===== src/rtl/console_writer.sv =====
// console_writer: byte stream to text-console character RAM writer with cursor, control codes and clear engine; define CONSOLE_SCROLL_EN to scroll instead of wrapping at end of screen
module console_writer #(
  parameter int          COLS       = 80,
  parameter int          ROWS       = 30,
  parameter logic [7:0]  CLEAR_CHAR = 8'h20
) (
  input  logic        clk,
  input  logic        rst_n,
  input  logic        charValid,
  input  logic [7:0]  charData,
  output logic        charReady,
  output logic [12:0] addrWChar,
  output logic [7:0]  dataWChar,
  output logic        writeEnable,
  output logic [6:0]  cursorCol,
  output logic [4:0]  cursorRow,
  output logic [4:0]  rowOffset
);
  typedef enum logic [1:0] {IDLE, WRITE, CLEAR_ROW, CLEAR_ALL} state_t;
  state_t      state_q, state_d;
  logic [6:0]  col_q, col_d;
  logic [4:0]  row_q, row_d, off_q, off_d;
  logic [11:0] cnt_q, cnt_d;
  logic [7:0]  chr_q, chr_d;
  logic        adv_q, adv_d, rdy_q, nl, accept;
  logic [5:0]  row_sum;
  logic [4:0]  phys;
  logic [12:0] base;
  assign accept   = charValid && rdy_q;
  assign row_sum  = {1'b0, row_q} + {1'b0, off_q};
  assign phys     = (row_sum >= 6'(ROWS)) ? 5'(row_sum - 6'(ROWS)) : row_sum[4:0];
  assign base     = (COLS == 80) ? 13'({phys, 6'b0}) + 13'({phys, 4'b0}) : 13'(phys * COLS);
  assign writeEnable = state_q != IDLE;
  assign addrWChar   = state_q == CLEAR_ALL ? {1'b0, cnt_q} :
                       state_q == CLEAR_ROW ? base + 13'(cnt_q) :
                       state_q == WRITE     ? base + 13'(col_q) : '0;
  assign dataWChar   = state_q == WRITE ? chr_q : state_q == IDLE ? '0 : CLEAR_CHAR;
  assign charReady   = rdy_q;
  assign cursorCol   = col_q;
  assign cursorRow   = row_q;
  assign rowOffset   = off_q;
  // next-state: byte decode in IDLE, cursor advance after a glyph, clear counters, shared row advance
  always_comb begin
    state_d = state_q;
    col_d   = col_q;
    row_d   = row_q;
    off_d   = off_q;
    cnt_d   = cnt_q;
    chr_d   = chr_q;
    adv_d   = adv_q;
    nl      = 1'b0;
    case (state_q)
      IDLE: if (accept) begin
        if (charData == 8'h08) begin
          if (col_q != '0) begin
            col_d   = col_q - 7'd1;
            chr_d   = CLEAR_CHAR;
            adv_d   = 1'b0;
            state_d = WRITE;
          end
        end else if (charData == 8'h0D) begin
          col_d = '0;
        end else if (charData == 8'h0A) begin
          col_d = '0;
          nl    = 1'b1;
        end else if (charData == 8'h0C) begin
          col_d   = '0;
          row_d   = '0;
          off_d   = '0;
          cnt_d   = '0;
          state_d = CLEAR_ALL;
        end else if (charData >= 8'h20 && charData != 8'h7F) begin
          chr_d   = charData;
          adv_d   = 1'b1;
          state_d = WRITE;
        end
      end
      WRITE: begin
        state_d = IDLE;
        if (adv_q) begin
          if (col_q == 7'(COLS - 1)) begin
            col_d = '0;
            nl    = 1'b1;
          end else begin
            col_d = col_q + 7'd1;
          end
        end
      end
      CLEAR_ROW: begin
        cnt_d   = cnt_q + 12'd1;
        state_d = (cnt_q == 12'(COLS - 1)) ? IDLE : CLEAR_ROW;
      end
      CLEAR_ALL: begin
        cnt_d   = cnt_q + 12'd1;
        state_d = (cnt_q == 12'(COLS * ROWS - 1)) ? IDLE : CLEAR_ALL;
      end
      default: state_d = IDLE;
    endcase
    if (nl) begin
      if (row_q != 5'(ROWS - 1)) begin
        row_d = row_q + 5'd1;
      end else begin
`ifdef CONSOLE_SCROLL_EN
        off_d = (off_q == 5'(ROWS - 1)) ? '0 : off_q + 5'd1;
`else
        row_d = '0;
`endif
        cnt_d   = '0;
        state_d = CLEAR_ROW;
      end
    end
  end
  // state and cursor registers; ready is high exactly when the next state is IDLE
  always_ff @(posedge clk or negedge rst_n) begin
    if (!rst_n) begin
      state_q <= IDLE;
      col_q   <= '0;
      row_q   <= '0;
      off_q   <= '0;
      cnt_q   <= '0;
      chr_q   <= '0;
      adv_q   <= 1'b0;
      rdy_q   <= 1'b0;
    end else begin
      state_q <= state_d;
      col_q   <= col_d;
      row_q   <= row_d;
      off_q   <= off_d;
      cnt_q   <= cnt_d;
      chr_q   <= chr_d;
      adv_q   <= adv_d;
      rdy_q   <= state_d == IDLE;
    end
  end
endmodule


===== config.mk =====
export PLATFORM = sky130hd
export DESIGN_NAME = console_writer
export DESIGN_NICKNAME = d
export VERILOG_FILES = /design/src/rtl/console_writer.sv
export SDC_FILE = /design/constraint.sdc
export NUM_CORES = 1
export LEC_CHECK = 0
export ABC_AREA = 0
export CORE_UTILIZATION = 49
export CTS_CLUSTER_DIAMETER = 120
export DETAILED_ROUTE_END_ITERATION = 8
export PLACE_DENSITY = 0.84
export SYNTH_ARGS = -nofsm -noshare
export SYNTH_HDL_FRONTEND = slang
export SYNTH_SLANG_ARGS = --single-unit

===== constraint.sdc =====
create_clock -name clk -period 3.6 [get_ports clk]
set_input_delay 0.72 -clock clk [delete_from_list [all_inputs] [get_ports clk]]
set_output_delay 0.72 -clock clk [all_outputs]
set_load 0.05 [all_outputs]

==> results.json <==
{
  "holdBufCountCts": 0,
  "hold_violations": 0,
  "diodes": 0,
  "detail-route-antenna-nets": 0,
  "initial_core_util_pct": 50.7,
  "synth_seq_area_share_pct": 28.2,
  "cpPeakStageDelay_ns": 0.52,
  "drive_above_1_share_pct": 30.2,
  "synth_seq_cells": 36,
  "drt-total-wl_um": 10200,
  "chipHeight_um": 82.8,
  "dr.pass1.iters": 5,
  "status": "finished with violations",
  "cts_tree": "yes",
  "grt_max_degree": 37,
  "via_count": 3496,
  "io_buffers": 45,
  "final_cell_mix": "buf_4, clkdlybuf4s50_1, nand2_1, dfrtp_1, nor2_1",
  "finalCritPeriodShare_pct": 117,
  "end_kind": "output port",
  "finalWorstSetupSlack_ns": -0.594,
  "power_frac_comb_pct": 41.1,
  "ys_async_sr_fraction_pct": 100,
  "p_total_mw": 1.56,
  "antenna_found_initial": 0,
  "clk_pin_slew_ns": 0.08,
  "design_area_mm2": 0.00463,
  "worst_slew_pin_slew_ns": 0.758,
  "cp_slowest_cell": "dfrtp_4",
  "clockPowerShare_pct": 23.1,
  "nFillCells": 435,
  "cts_max_level": 2,
  "dr.first_iter.drc_count": 224,
  "startpoint": "cursorRow[1]$_DFFE_PN0P_",
  "viasPerCell": 6.31,
  "synthCells": 390,
  "arrival_ns": 3.47,
  "gp_congestion": 0.919,
  "clock_latency_ns": 0.29,
  "grt_pass1_vias": 3445,
  "regToRegSetupSlack_ns": 0.75,
  "rsz0062_at_grt": "yes",
  "ys.warnings.count": 0,
  "area_growth_pct": 44.8,
  "place_ws_ns": -0.377,
  "placed_area_mm2": 0.00408,
  "intPower_uw": 917,
  "seqPwrFrac_pct": 35.7,
  "ios": 51,
  "r2r_cells": 8,
  "dieArea_mm2": 0.00686,
  "relSlewSlack_pct": 49.0,
  "core.rowCount": 29,
  "synth.distinct_cells": 66,
  "route.detailed.drc": 0,
  "critPathLaunchType": "flop",
  "finalSetupViolCount": 7,
  "powerDensity_mw_per_mm2": 337,
  "fmax_mhz": 238,
  "worstPathCellList": "ha_4 > buf_6 > a21oi_4 > o221ai_4 > xnor2_2 > ha_4 > buf_4 > nor2b_1 > nand2_1 > o311a_1 > a21boi_0 > a211oi_1 > buf_4 > a21oi_4 > buf_12",
  "required_ns": 2.88,
  "reg2reg_from": "cursorCol[0]$_DFFE_PN0P_",
  "cts.sinks": 36,
  "cts_inserted_buffers": 5,
  "crit_buf_inv": 4,
  "die_x_um": 82.8,
  "synth_area_per_cell_um2": 8.20,
  "post_drt_wl_per_cell_um": 18.5,
  "min_period_ns": 4.19,
  "dp_hpwl_um": 6520,
  "swShare_pct": 41.3,
  "hold_class": "flop to flop",
  "cp.depth": 15,
  "synth_area_mm2": 0.00320,
  "final_common_cell": "buf_4",
  "grt_use_total_pct": 28.8,
  "endpoint": "addrWChar[11]",
  "setup.worst_path.class": "flop to output port",
  "fin_nets": 511,
  "cp_top_family": "compound AO/OA/AOI/OAI gates",
  "yosys_most_used_dff": "dfrtp_1",
  "core_mm2": 0.00631,
  "root_buffer": "clkbuf_8",
  "grt_pass1_wl_um": 16200,
  "power.switching_uw": 644,
  "p_leak_nw": 1.85,
  "cp_max_fo": 5,
  "timing.rr.end": "cursorCol[2]$_DFFE_PN0P_",
  "violations": "setup timing",
  "ir_drop_v": 0.000358,
  "finalClockSkew_ns": 0.00702,
  "synth_edf_count": 0,
  "slew_violations": 0,
  "overflow": 0,
  "cap_violations": 0,
  "cts.path.max_buffers": 2
}
repair_timing:
| action | 4_1_cts | 5_1_grt |
|---|---|---|
| endpoints found under the setup margin | 7 | 7 |
| buffers inserted | 12 | 6 |
| gates resized for setup | 32 | 28 |
| pin swaps | 25 | 27 |
Yosys cell counts (4+ instances only):
library cell   n  area share (%)
and2_1         9             1.8
nand2b_1       4            0.78
a21oi_1       23             3.6
and3_1         4            0.78
mux2i_1        7             2.2
nor2b_1        8             1.6
or3_1          4            0.78
nor2_1        34             4.0
xor2_1         7             1.9
a31oi_1        6             1.2
xnor2_1       11             3.0
o31ai_1        6             1.4
o22ai_1        4            0.78
dfrtp_1       36              28
nand4_1        5            0.98
nor3_1         7             1.1
ha_1          22             8.6
o21a_1         5             1.2
a22o_1         4             1.1
o211ai_1       6             1.4
a211oi_1       5             1.2
clkbuf_1      10             1.2
buf_4          5             1.2
nand3_1       14             2.2
nand2_1       36             4.2
o21ai_0       30             4.7
a22oi_1        4            0.94
inv_1         16             1.9
power by group through the flow:
stage | Clock (mW) | Combinational (mW) | Sequential [mW]
floorplan | 0 | 0.379 | 0.598
global placement | 0 | 0.587 | 0.558
detailed placement | 0 | 0.603 | 0.561
CTS | 0.359 | 0.616 | 0.554
global route | 0.376 | 0.682 | 0.572
finish | 0.361 | 0.642 | 0.558
worst min path at each step:
stage                               from                   end  slack [ns]  cells past startpoint
floorplan                          rst_n     adv_q$_DFFE_PN0P_        0.42                      0
global placement    chr_q[3]$_DFFE_PN0P_  chr_q[3]$_DFFE_PN0P_        0.45                      2
detailed placement  chr_q[7]$_DFFE_PN0P_  chr_q[7]$_DFFE_PN0P_        0.46                      2
CTS                 chr_q[7]$_DFFE_PN0P_  chr_q[7]$_DFFE_PN0P_        0.48                      2
global route        chr_q[6]$_DFFE_PN0P_  chr_q[6]$_DFFE_PN0P_        0.53                      1
finish              chr_q[7]$_DFFE_PN0P_  chr_q[7]$_DFFE_PN0P_        0.48                      2
worst reg2reg max path: cells and delay by family (launching register included):
kind / cells / cell delay [ns]
and+or+nand+nor: 2 / 0.88
buffers and inverters: 1 / 0.19
AOI/OAI and AO/OA: 4 / 1.00
DFF: 1 / 0.43
adders and majority gates: 1 / 0.26
metal layers:
layer | vias to the layer above | wire (um) | global-route usage, %
li1 | 1575 | - | -
met1 | 1726 | 4170 | 35.2
met2 | 147 | 5160 | 49.5
met3 | 48 | 447 | 4.17
met4 | 0 | 457 | 14.3
met5 | - | 0 | 0
flip-flops by register name, indices dropped and copies added, names as in the netlist:
signal / cells
cnt_q: 12
chr_q: 8
cursorCol: 7
cursorRow: 5
state_q: 2
adv_q: 1
charReady: 1
logic make-up after synthesis:
logic type	count (synthesis)	synth area share [%]
buffers and inverters	39	5.83
xor gates and xnor gates	18	4.93
and+or+nand+nor	148	24.2
other	1	0.117
DFF	36	28.2
adders and majority gates	24	9.86
muxes	12	4.18
AOI/OAI and AO/OA	112	22.7
through the flow:
step,setup TNS (ns),std cells,util (%),hold slack (ns)
floorplan,-2.07,394,-,0.424
global placement,-1.03,529,64.5,0.455
detailed placement,-1.40,529,64.5,0.464
CTS,-2.33,548,70.7,0.480
global route,-3.86,554,73.4,0.528
finish,-3.10,554,73.4,0.478
area by class of cell:
type	instances	area [um2]	area share, %
multi-input combinational	319	2510	54.2
timing repair buffer	97	943	20.4
sequential	36	908	19.6
tap	77	96.3	2.08
clock buffer	5	68.8	1.49
inverter	17	63.8	1.38
clock inverter	3	42.5	0.918
Power figures use the tool's default switching activity.
==> variant 1 (same flow settings) <==
Encoding of `state_t`: now one-hot (4 bits for 4 states).
--- a/src/rtl/console_writer.sv
+++ b/src/rtl/console_writer.sv
@@ -16,7 +16,7 @@
   output logic [4:0]  cursorRow,
   output logic [4:0]  rowOffset
 );
-  typedef enum logic [1:0] {IDLE, WRITE, CLEAR_ROW, CLEAR_ALL} state_t;
+  typedef enum logic [3:0] {IDLE = 4'b0001, WRITE = 4'b0010, CLEAR_ROW = 4'b0100, CLEAR_ALL = 4'b1000} state_t;
   state_t      state_q, state_d;
   logic [6:0]  col_q, col_d;
   logic [4:0]  row_q, row_d, off_q, off_d;
Function: no difference found for any inputs over 4 cycles, from zero or initial values and one cycle with rst_n low; so few cycles prove little.
==> variant 1 against the original RTL <==
Critical endpoint unchanged; setup slack got worse by 95 ps; clock skew fell by 1.7 ps; area after synthesis rose by 3.0%; the run ends with DRC, setup timing left; via count fell by 3.9%; sequential cell count rose by 2; critical path type unchanged; final cell count fell by 0.18%; first-iteration DRC count rose by 6.7%; design area rose by 1.0%; wire length fell by 4.7%.
Power is not compared: it rests on default switching activity, and its combinational part moved more than twofold at a synthesized area within 25%.
==> variant 1: results (changes against the original RTL) <==
routedWlPerCell_microns: 17.6  # -4.5%
drc: 8  # +8
n_all_buffers: 100  # +3.1%
place_inst: 531  # +0.38%
groute.layer.met1.usage: 0.361  # +0.00904
synthMuxAreaShare: 0.0296  # -0.0122
grt_max_degree: 39  # +5.4%
synthAdderAreaFrac: 0.0957  # -0.00284
violations: "DRC, setup timing"
place_congestion: 0.917  # -0.18%
place_area_sq_um: 4250  # +4.4%
crit_fanout: 6  # +1
outcome: "finished, violations left"
synthXorXnorAreaFrac: 0.0479  # -0.00142
wl_met2_microns: 4920  # -4.6%
place_ws_ps: -509  # -132 ps
seq_area_sq_um: 963  # +6.1%
hpwl_microns: 6600  # +1.2%
nonClockInverterCount: 16  # -1
clkCellAreaFrac: 0.0195  # -0.00452
layout-drive-gt1-share: 0.321  # +0.0195
finalSetupViolations: 7  # unchanged
drt_iter0_drc: 239  # +6.7%
grt_pass1_wl_microns: 15800  # -3.0%
synth_cells: 383  # -1.8%
ys_seq_elements: 38  # +5.6%
final_cells: 553  # -0.18%
wl_met3_microns: 362  # -19%
drtPass1Iterations: 6  # +1
ys_types: 69  # +4.5%
slew_headroom: 0.426  # -0.0643
area_delta_synth_final_pct: 42.0
gr-usage-met2: 0.460  # -0.0350
synthTopCellsByArea: "dfrtp_1 28%, ha_1 8.4%, a21oi_1 4.1%"
setup_ws_ps: -690  # -95.4 ps
buf_share: 0.196  # -0.00817
synthTopCellsByCount: "37 x dfrtp_1, 34 x nor2_1, 27 x a21oi_1, 27 x nand2_1, 23 x o21ai_0"
variant 1: repair_timing:
action / 4_1_cts / 5_1_grt
pin swaps: 16 / 10
endpoints found under the hold margin: 0 / 0
hold buffers: 0 / 0
endpoints found under the setup margin: 7 / 7
setup buffers: 7 / 7
gates resized for setup: 26 / 16
variant 1: worst paths after layout:
| path | from | end | slack [ps] | cells after the start |
|---|---|---|---|---|
| max | cursorRow[1]$_DFFE_PN0P_ | addrWChar[11] | -690 | 16 |
| min | chr_q[3]$_DFFE_PN0P_ | chr_q[3]$_DFFE_PN0P_ | 510 | 1 |
| max reg2reg | state_q[0]$_DFF_PN1_ | cnt_q[3]$_DFF_PN0_ | 870 | 5 |
| min reg2reg | chr_q[3]$_DFFE_PN0P_ | chr_q[3]$_DFFE_PN0P_ | 510 | 1 |
| max in group asynchronous | rst_n | cursorRow[1]$_DFFE_PN0P_ | 2450 | 1 |
| min in group asynchronous | rst_n | cursorCol[2]$_DFFE_PN0P_ | 520 | 1 |
==> variant 2 (same settings) <==
Without the edit above. Build with the macro `CONSOLE_SCROLL_EN` defined.
--- a/src/rtl/console_writer.sv
+++ b/src/rtl/console_writer.sv
@@ -1,4 +1,6 @@
 // console_writer: byte stream to text-console character RAM writer with cursor, control codes and clear engine; define CONSOLE_SCROLL_EN to scroll instead of wrapping at end of screen
+`define CONSOLE_SCROLL_EN
+
 module console_writer #(
   parameter int          COLS       = 80,
   parameter int          ROWS       = 30,
Check against the original RTL: no difference found for any inputs over 4 cycles, from zero or initial values and one cycle with rst_n low; that may be too few to reach the edited logic, so the function may still have changed.
==> variant 2 against the original RTL <==
The run still ends with setup timing left; wire length is 6.5% higher; area after synthesis rose by 8.6%; total power grew 51%; design area is 11% higher; final cell count is 13% higher; setup slack got worse by 1100 ps; die area rose by 8.3%; sequential cell count grew 5; critical path type unchanged; critical endpoint unchanged; largest power group unchanged.
==> variant 2: results (changes against the original RTL) <==
outcome: "finished, violations left"
violations: "setup timing"
grt_pass1_vias: 3709  # +7.7%
grt_max_degree: 42  # +14%
slew_headroom: 0.389  # -0.101
crit_fanout: 4  # -1
synthesis.area_per_instance_sq_um: 8.43  # +2.8%
numCtsBuffers: 5  # unchanged
min_path_type: "register to register"
layout-drive-gt1-share: 0.336  # +0.0340
synthTopCellsByCount: "41 x dfrtp_1, 37 x nor2_1, 33 x nand2_1, 28 x ha_1"
grt_pass1_wl_microns: 16600  # +2.2%
place_inst: 605  # +14%
drt_iter0_drc: 154  # -31%
p_leak_nw: 2.12  # +14%
r2r_cells: 10  # +2
portBuffers: 50  # +11%
place_congestion: 0.906  # -1.4%
n_fill_cell: 471  # +8.3%
ys_types: 61  # -7.6%
cp_data_arrival_time_ps: 4570  # +1100 ps
synthTopCellsByArea: "dfrtp_1 30%, ha_1 10%, nor2_1 4.0%"
hpwl_microns: 7320  # +12%
routedWlPerCell_microns: 17.4  # -5.7%
grt.total_usage: 0.281  # -0.00705
min_path_cells: 1  # -1
viasPerCell: 5.94  # -5.9%
place_ws_ps: -1280  # -902 ps
nets: 571  # +12%
setup_ws_ps: -1690  # -1100 ps
finalSetupViolations: 8  # +1
ir_drop_mv: 0.453  # +27%
routed_wl_microns: 10900  # +6.5%
==> variant 2: final cells by class <==
cell class,count,area [sq um],share of cell area
multi-input cells,335,2670,0.519
well taps,96,120,0.0233
flip-flops and latches,41,1040,0.201
inverters,21,81.3,0.0158
clock inverters,2,35.0,0.00680
clock buffers,6,72.6,0.0141
repair buffers,125,1130,0.220
==> variant 2: kinds of logic after synthesis <==
logic type,Yosys count,synth area share
and+or+nand+nor,151,0.227
AOI/OAI and AO/OA,115,0.216
DFF,41,0.295
buffers and inverters,36,0.0396
adders and majority gates,31,0.118
xor gates and xnor gates,23,0.0580
muxes,15,0.0461
==> variant 2: final timing paths <==
path	startpoint	endpoint	slack, ps
max	cursorRow[3]$_DFF_PN0_	addrWChar[11]	-1690
max in group asynchronous	rst_n	cursorRow[0]$_DFF_PN0_	2410
min	chr_q[0]$_DFFE_PN0P_	chr_q[0]$_DFFE_PN0P_	510
min reg2reg	chr_q[0]$_DFFE_PN0P_	chr_q[0]$_DFFE_PN0P_	510
min in group asynchronous	rst_n	cursorCol[0]$_DFFE_PN0P_	560
max reg2reg	cursorCol[0]$_DFFE_PN0P_	cursorCol[3]$_DFFE_PN0P_	670
==> variant 2: per-layer routing <==
| layer | part of all wire | GRT usage | vias up |
|---|---|---|---|
| li1 | - | - | 1740 |
| met1 | 0.40 | 0.326 | 1784 |
| met2 | 0.53 | 0.523 | 168 |
| met3 | 0.053 | 0.0362 | 27 |
| met4 | 0.021 | 0.111 | 0 |
| met5 | 0 | 0 | - |
==> variant 2: what timing repair did <==
action,CTS,global route
setup endpoints to repair,8,8
pin swaps,9,18
resized for setup,13,39
hold buffers,0,0
setup buffers,11,6
==> variant 2: critical path: stages, from the launching register on <==
cell	delay, ps
dfrtp_2	410
ha_1	330
a21oi_1	280
a21oi_1	200
nor4b_4	370
buf_4	190
a211oi_4	40
or2_4	260
xnor2_2	170
ha_2	240
nand2b_4	170
nor3_4	60
a211oi_4	240
inv_2	70
ha_4	240
a21oi_4	170
o21bai_1	70
a21oi_1	170
xor2_1	90
o211ai_1	270
clkbuf_16	230
==> variant 2: metrics by stage <==
step | utilization | setup TNS (ps)
2_1_floorplan | - | -7380
5_1_grt | 0.754 | -12250
3_5_place_dp | 0.690 | -7770
6_report | 0.754 | -10900
3_3_place_gp | 0.690 | -6880
4_1_cts | 0.725 | -9690
==> variant 2: where the power goes <==
part | leakage (nW) | internal (mW) | switching [mW]
Clock | 0.0552 | 0.206 | 0.164
Sequential | 0.482 | 0.569 | 0.169
Combinational | 1.58 | 0.561 | 0.694
